===== src/rtl/input_fetcher_pkg.sv =====
// Shared definitions for the input fetcher: FSM state encoding and frame defaults.
// The width macros normally come from sys_defs.svh; the guarded fallbacks
// below keep this slice self-contained when that header is not on the path.
`ifndef BIN_LEN
`define BIN_LEN 8
`endif
`ifndef INPUT_WIDTH
`define INPUT_WIDTH 4
`endif
`ifndef INPUT_HEIGHT
`define INPUT_HEIGHT 4
`endif

package input_fetcher_pkg;

    typedef enum logic [1:0] {
        IDLE   = 2'd0,
        STREAM = 2'd1,
        DRAIN  = 2'd2,
        DONE   = 2'd3
    } fetch_state_t;

    localparam int DEFAULT_ADDR_W  = 16;
    localparam int DEFAULT_BIN_LEN = `BIN_LEN;
    localparam int DEFAULT_IN_W    = `INPUT_WIDTH;
    localparam int DEFAULT_IN_H    = `INPUT_HEIGHT;

    // Number of values in one default-sized frame.
    localparam int TOTAL_ELEMS = `INPUT_WIDTH * `INPUT_HEIGHT;

endpackage


===== src/rtl/prefetch_fifo.sv =====
// Small synchronous FIFO holding SRAM read data until the consumer takes it.
// Head is read straight from registered storage and forced to zero when
// empty, so the output is clean after reset. Push and pop may coincide.
module prefetch_fifo #(
    parameter int BIN_LEN    = 8,
    parameter int FIFO_DEPTH = 2
) (
    input  logic                              clock,
    input  logic                              reset,
    input  logic                              push,
    input  logic [BIN_LEN-1:0]                push_data,
    input  logic                              pop,
    output logic [BIN_LEN-1:0]                head,
    output logic [$clog2(FIFO_DEPTH+1)-1:0]   occupancy
);

    localparam int PTR_W = (FIFO_DEPTH > 1) ? $clog2(FIFO_DEPTH) : 1;
    localparam int OCC_W = $clog2(FIFO_DEPTH + 1);
    localparam logic [OCC_W-1:0] FULL_OCC = OCC_W'(FIFO_DEPTH);
    localparam logic [PTR_W-1:0] LAST_PTR = PTR_W'(FIFO_DEPTH - 1);

    logic [BIN_LEN-1:0] storage [FIFO_DEPTH];
    logic [PTR_W-1:0]   rd_ptr;
    logic [PTR_W-1:0]   wr_ptr;
    logic               do_pop;

    function automatic logic [PTR_W-1:0] next_ptr(input logic [PTR_W-1:0] ptr);
        return (ptr == LAST_PTR) ? '0 : ptr + PTR_W'(1);
    endfunction

    // A pop on an empty FIFO is meaningless; ignore it.
    assign do_pop = pop && (occupancy != '0);
    assign head   = (occupancy != '0) ? storage[rd_ptr] : '0;

    // Data storage; contents are don't-care while the slot is unoccupied.
    always_ff @(posedge clock) begin
        if (push && !reset) begin
            storage[wr_ptr] <= push_data;
        end
    end

    // Pointers and occupancy; overflow would mean the credit logic is broken.
    always_ff @(posedge clock) begin
        if (reset) begin
            rd_ptr    <= '0;
            wr_ptr    <= '0;
            occupancy <= '0;
        end else begin
            assert (!(push && !do_pop && occupancy == FULL_OCC));
            if (push) begin
                wr_ptr <= next_ptr(wr_ptr);
            end
            if (do_pop) begin
                rd_ptr <= next_ptr(rd_ptr);
            end
            case ({push, do_pop})
                2'b10:   occupancy <= occupancy + OCC_W'(1);
                2'b01:   occupancy <= occupancy - OCC_W'(1);
                default: occupancy <= occupancy;
            endcase
        end
    end

endmodule


===== src/rtl/input_fetcher.sv =====
// Streams one IN_H x IN_W frame from a 1-cycle-latency SRAM in raster order
// to the processing unit. Reads are credit-limited so that FIFO entries plus
// the read in flight never exceed FIFO_DEPTH; with depth 2 this still gives
// one value per cycle while the consumer keeps requesting.
// Handshake: a transfer happens in every cycle with input_req=1 and
// input_ready=1; input_val is the FIFO head during that cycle and the next
// entry (if any) is presented the following cycle.
module input_fetcher
    import input_fetcher_pkg::*;
#(
    parameter int BIN_LEN    = DEFAULT_BIN_LEN,
    parameter int IN_W       = DEFAULT_IN_W,
    parameter int IN_H       = DEFAULT_IN_H,
    parameter int ROW_STRIDE = DEFAULT_IN_W,
    parameter int ADDR_W     = DEFAULT_ADDR_W,
    parameter int FIFO_DEPTH = 2
) (
    input  logic               clock,
    input  logic               reset,
    input  logic               start,
    input  logic [ADDR_W-1:0]  base_addr,
    output logic               mem_rd_en,
    output logic [ADDR_W-1:0]  mem_rd_addr,
    input  logic [BIN_LEN-1:0] mem_rd_data,
    input  logic               input_req,
    output logic [BIN_LEN-1:0] input_val,
    output logic               input_ready,
    output logic               busy,
    output logic               done
);

    localparam int COL_W = $clog2(IN_W + 1);
    localparam int ROW_W = $clog2(IN_H + 1);
    localparam int OCC_W = $clog2(FIFO_DEPTH + 1);
    localparam logic [COL_W-1:0]  LAST_COL = COL_W'(IN_W - 1);
    localparam logic [ROW_W-1:0]  LAST_ROW = ROW_W'(IN_H - 1);
    // Jump from the last column of one row to column 0 of the next.
    localparam logic [ADDR_W-1:0] ROW_STEP = ADDR_W'(ROW_STRIDE - IN_W + 1);

    fetch_state_t      state;
    logic [COL_W-1:0]  col;
    logic [ROW_W-1:0]  row;
    logic [ADDR_W-1:0] addr_q;
    logic              inflight;
    logic              pop;
    logic              last_issue;
    logic              drain_empty;
    logic [OCC_W-1:0]  occupancy;

    assign input_ready = (occupancy != '0);
    assign pop         = input_req && input_ready;
    assign busy        = (state != IDLE);
    assign done        = (state == DONE);
    assign mem_rd_addr = addr_q;
    assign last_issue  = (row == LAST_ROW) && (col == LAST_COL);

    // Issue only while a credit is free, counting the slot a pop releases now.
    assign mem_rd_en = !reset && (state == STREAM) &&
                       ((int'(occupancy) + int'(inflight) - int'(pop)) < FIFO_DEPTH);

    // Frame is finished once nothing is in flight and the FIFO empties this cycle.
    assign drain_empty = !inflight &&
                         ((occupancy == '0) || (occupancy == OCC_W'(1) && pop));

    // Control FSM: IDLE -> STREAM -> DRAIN -> DONE -> IDLE.
    always_ff @(posedge clock) begin
        if (reset) begin
            state <= IDLE;
        end else begin
            case (state)
                IDLE:    if (start) state <= STREAM;
                STREAM:  if (mem_rd_en && last_issue) state <= DRAIN;
                DRAIN:   if (drain_empty) state <= DONE;
                DONE:    state <= IDLE;
                default: state <= IDLE;
            endcase
        end
    end

    // Running address plus row/col position; advances once per issued read.
    always_ff @(posedge clock) begin
        if (reset) begin
            addr_q <= '0;
            row    <= '0;
            col    <= '0;
        end else if (state == IDLE && start) begin
            addr_q <= base_addr;
            row    <= '0;
            col    <= '0;
        end else if (mem_rd_en) begin
            if (col == LAST_COL) begin
                col    <= '0;
                row    <= row + ROW_W'(1);
                addr_q <= addr_q + ROW_STEP;
            end else begin
                col    <= col + COL_W'(1);
                addr_q <= addr_q + ADDR_W'(1);
            end
        end
    end

    // Marks that the SRAM returns data this cycle; cleared on reset so late data is dropped.
    always_ff @(posedge clock) begin
        if (reset) begin
            inflight <= 1'b0;
        end else begin
            inflight <= mem_rd_en;
        end
    end

    prefetch_fifo #(
        .BIN_LEN    (BIN_LEN),
        .FIFO_DEPTH (FIFO_DEPTH)
    ) u_fifo (
        .clock     (clock),
        .reset     (reset),
        .push      (inflight),
        .push_data (mem_rd_data),
        .pop       (pop),
        .head      (input_val),
        .occupancy (occupancy)
    );

endmodule


===== config.mk =====
export PLATFORM = sky130hd
export DESIGN_NAME = input_fetcher
export DESIGN_NICKNAME = d
export VERILOG_FILES = /design/src/rtl/input_fetcher_pkg.sv /design/src/rtl/prefetch_fifo.sv /design/src/rtl/input_fetcher.sv
export SDC_FILE = /design/constraint.sdc
export NUM_CORES = 1
export LEC_CHECK = 0
export CAP_MARGIN = 20
export CELL_PAD_IN_SITES_DETAIL_PLACEMENT = 0
export CELL_PAD_IN_SITES_GLOBAL_PLACEMENT = 1
export CORE_AREA = 2 2 68 118
export CTS_CLUSTER_DIAMETER = 120
export DETAILED_ROUTE_END_ITERATION = 8
export DIE_AREA = 0 0 70 120
export PLACE_DENSITY = 0.83
export SKIP_LAST_GASP = 1
export SLEW_MARGIN = 30
export SYNTH_ARGS = -nofsm -noshare
export SYNTH_HDL_FRONTEND = slang
export SYNTH_SLANG_ARGS = --single-unit

===== constraint.sdc =====
create_clock -name clock -period 7 [get_ports clock]
set_input_delay 0.7 -clock clock [delete_from_list [all_inputs] [get_ports clock]]
set_output_delay 0.7 -clock clock [all_outputs]
set_load 0.005 [all_outputs]

==> flow_summary_export.csv <==
group,metric,value,unit
cts,cts_resized,0,
route,drc_errors,0,
logic_synthesis,synth_edf_count,16,
route,wl_per_cell,15.8,um
timing,final.setup.tns,0,ps
timing,relSlewSlack,46.3,%
power_and_ir_drop,p_int,0.743,mW
cells_and_area,antenna_cells,0,
timing,clock.fmax,238,MHz
status,status,"finished clean",
logic_synthesis,yosysWarnings,0,
cells_and_area,nets,363,
cts,clk_latency,290,ps
power_and_ir_drop,pwr-share-comb,45.6,%
timing,fin_ws,2810,ps
timing,maxSlewViolCount,0,
timing,min_period,4190,ps
global_routing,grt_max_degree,33,
floorplan,core_area,7460,um2
critical_path,start_kind,"flop",
cts,cts_sinks,46,
power_and_ir_drop,clockPowerShare,22.4,%
route,vias,2227,
critical_path,slowest_stage,"clkdlybuf4s50_1",
critical_path,end_kind,"output pin",
logic_synthesis,syn_area_per_cell,9.18,um2
floorplan,start_util,33.7,%
timing,finalCritPeriodShare,59.9,%
global_routing,grt_pass1_wl,10.5,mm
cells_and_area,layout_commonest_cell,"clkdlybuf4s50_1",
global_routing,antenna_found_initial,0,
global_routing,grt_pass1_vias,2128,
timing,tightest_slew,803,ps
power_and_ir_drop,p_sw,0.490,mW
cells_and_area,fill_cells,762,
global_routing,gr-total-overflow,0,
timing,grt_setup_unrepaired,"false",
critical_path,crit_path_max_incr_delay,560,ps
power_and_ir_drop,p_leak,1.13,nW
logic_synthesis,async_flop_share,0,%
cts,post_cts_buffers,0,
cells_and_area,area_growth,30.7,%
cts,clk_path_buf_depth,2,
cts,clkSlewWorstSetupHoldPaths,70,ps
power_and_ir_drop,finalPower,1.23,mW
critical_path,timing.rr.start,"u_fifo.occupancy[1]$_SDFFE_PP0P_",
critical_path,arrival,3490,ps
critical_path,crit_chain,"inv_1 > ha_1 > nor3b_4 > o21ai_0 > fa_1 > xnor2_1 > a22oi_2 > buf_4 > nor2_1 > clkdlybuf4s50_1",
critical_path,cp_max_fo,32,
critical_path,cp_data_required_time,6300,ps
power_and_ir_drop,pwr-share-seq,32.0,%
floorplan,die_x,70,um
route,ant_nets,0,
floorplan,io_pins,56,
cts,cts_tree,"yes",
logic_synthesis,syn_inst,274,
power_and_ir_drop,peakVddDrop,0.000168,V
logic_synthesis,synth_flop_cell,"dfxtp_1",
cts,cts_buffers,5,
cells_and_area,drive_above_1_share,4.35,%
route,drt_iter0_markers,128,
hold_path,hp-class,"reg2reg",
power_and_ir_drop,p_sw_share,39.7,%
power_and_ir_drop,powerDensity,375,nW/um2
placement,gp_congestion,0.782,
placement,pre_cts_slack,2830,ps
logic_synthesis,synth_area,2510,um2
timing,skew,3.76,ps
floorplan,rows,42,
cts,htree_num_levels,2,
route,avgViaCountPerCell,5.43,
cells_and_area,final_cell_mix,"clkdlybuf4s50_1, dfxtp_1, nor2_1",
job,max-cap-violations,0,
cells_and_area,regArea,1080,um2
cts,cts_root_buf,"clkbuf_16",
cells_and_area,multi_input_area,1320,um2
placement,port_buffers,55,
critical_path,critical_path_buf_inv_count,3,
cells_and_area,fin_util,44.1,%
timing,hold_viol,0,
logic_synthesis,ys_ff_latch,46,
critical_path,critPathLaunch,"u_fifo.occupancy[1]$_SDFFE_PP0P_",
cts,holdBufCountCts,0,
critical_path,critPathTopFamily,"buffers and inverters",
placement,hpwl,4.65,mm
route,drt-total-wl,6.48,mm
floorplan,die_area,8400,um2
timing,setup_viol,0,
floorplan,fp.dieH,120,um
hold_path,hp-start,"col[2]$_SDFFE_PP0P_",
logic_synthesis,yosysSeqAreaShare,43.0,%
global_routing,grt_use_total,15.8,%
logic_synthesis,synth_fp_nets,316,
route,dr.pass1.iters,4,
logic_synthesis,yosysUniqueCellTypes,45,
critical_path,crit_type,"reg2out",
flip-flops by register name, indices dropped and copies added, names as in the netlist, named ones only:
register and count:
u_fifo.occupancy 2, u_fifo.wr_ptr 1, inflight 1, u_fifo.storage 16
state 2, mem_rd_addr 16, u_fifo.rd_ptr 1, col 3
row 3
synthesized netlist by cell type (5+ instances only):
master / count / area [um2]
nand2_1: 18 / 67.6
mux2i_1: 9 / 90.1
nor4_1: 5 / 31.3
o21ai_0: 18 / 90.1
dfxtp_1: 30 / 601
clkbuf_1: 11 / 41.3
a31oi_1: 5 / 31.3
or3_1: 6 / 37.5
ha_1: 13 / 163
a211oi_1: 5 / 37.5
nand3_1: 12 / 60.1
inv_1: 11 / 41.3
and2_1: 5 / 31.3
nor2_1: 29 / 109
buf_2: 5 / 25.0
a21oi_1: 8 / 40.0
edfxtp_1: 16 / 480
nor3_1: 9 / 45.0
per-layer routing:
layer	part of all wire (%)	GRT usage, %	wire, um
met1	42	18.0	2690
met2	53	28.0	3410
met3	3.9	3.27	253
met4	1.9	7.09	120
met5	0	0	0
worst min-delay path, delay by kind of cell, from the launching register on:
family          cells  cell delay (ps)
flops               1              330
simple gates        1               60
compound gates      1               30
power groups by stage:
| stage | logic (mW) | clock network (mW) | registers, mW |
|---|---|---|---|
| 2_1_floorplan | 0.376 | 0 | 0.380 |
| 3_3_place_gp | 0.550 | 0 | 0.398 |
| 3_5_place_dp | 0.563 | 0 | 0.401 |
| 4_1_cts | 0.567 | 0.279 | 0.395 |
| 5_1_grt | 0.625 | 0.291 | 0.403 |
| 6_report | 0.562 | 0.276 | 0.395 |
metrics by stage:
stage,hold WS [ps],cells,cell area (um2)
2_1_floorplan,412,274,2510
3_3_place_gp,462,402,3110
3_5_place_dp,461,402,3120
4_1_cts,471,410,3290
5_1_grt,475,410,3290
6_report,466,410,3290
final cells by class:
cell class | count | share of cell area (%)
clock buffers | 5 | 3.81
clock inverters | 3 | 1.37
inverters | 11 | 1.26
multi-input cells | 200 | 40.1
flip-flops and latches | 46 | 32.9
well taps | 88 | 3.35
repair buffers | 57 | 17.2
worst paths after layout:
check / slack (ps) / to / depth (start not counted)
worst min register to register: 470 / col[2]$_SDFFE_PP0P_ / 2
worst max register to register: 3780 / mem_rd_addr[14]$_SDFFE_PP0P_ / 9
worst max-delay path: 2810 / mem_rd_en / 10
worst min-delay path: 470 / col[2]$_SDFFE_PP0P_ / 2
cells by family (layout without fill, tap and decap cells):
| family | Yosys count | after routing | share of synthesized area (%) |
|---|---|---|---|
| DFF | 46 | 46 | 43.0 |
| xor gates and xnor gates | 5 | 5 | 1.74 |
| buffers and inverters | 28 | 76 | 4.73 |
| muxes | 9 | 9 | 3.58 |
| adders and majority gates | 14 | 14 | 7.26 |
| AOI/OAI and AO/OA | 62 | 62 | 16.7 |
| and+or+nand+nor | 110 | 110 | 23.0 |
(Power assumes the default switching activity.)
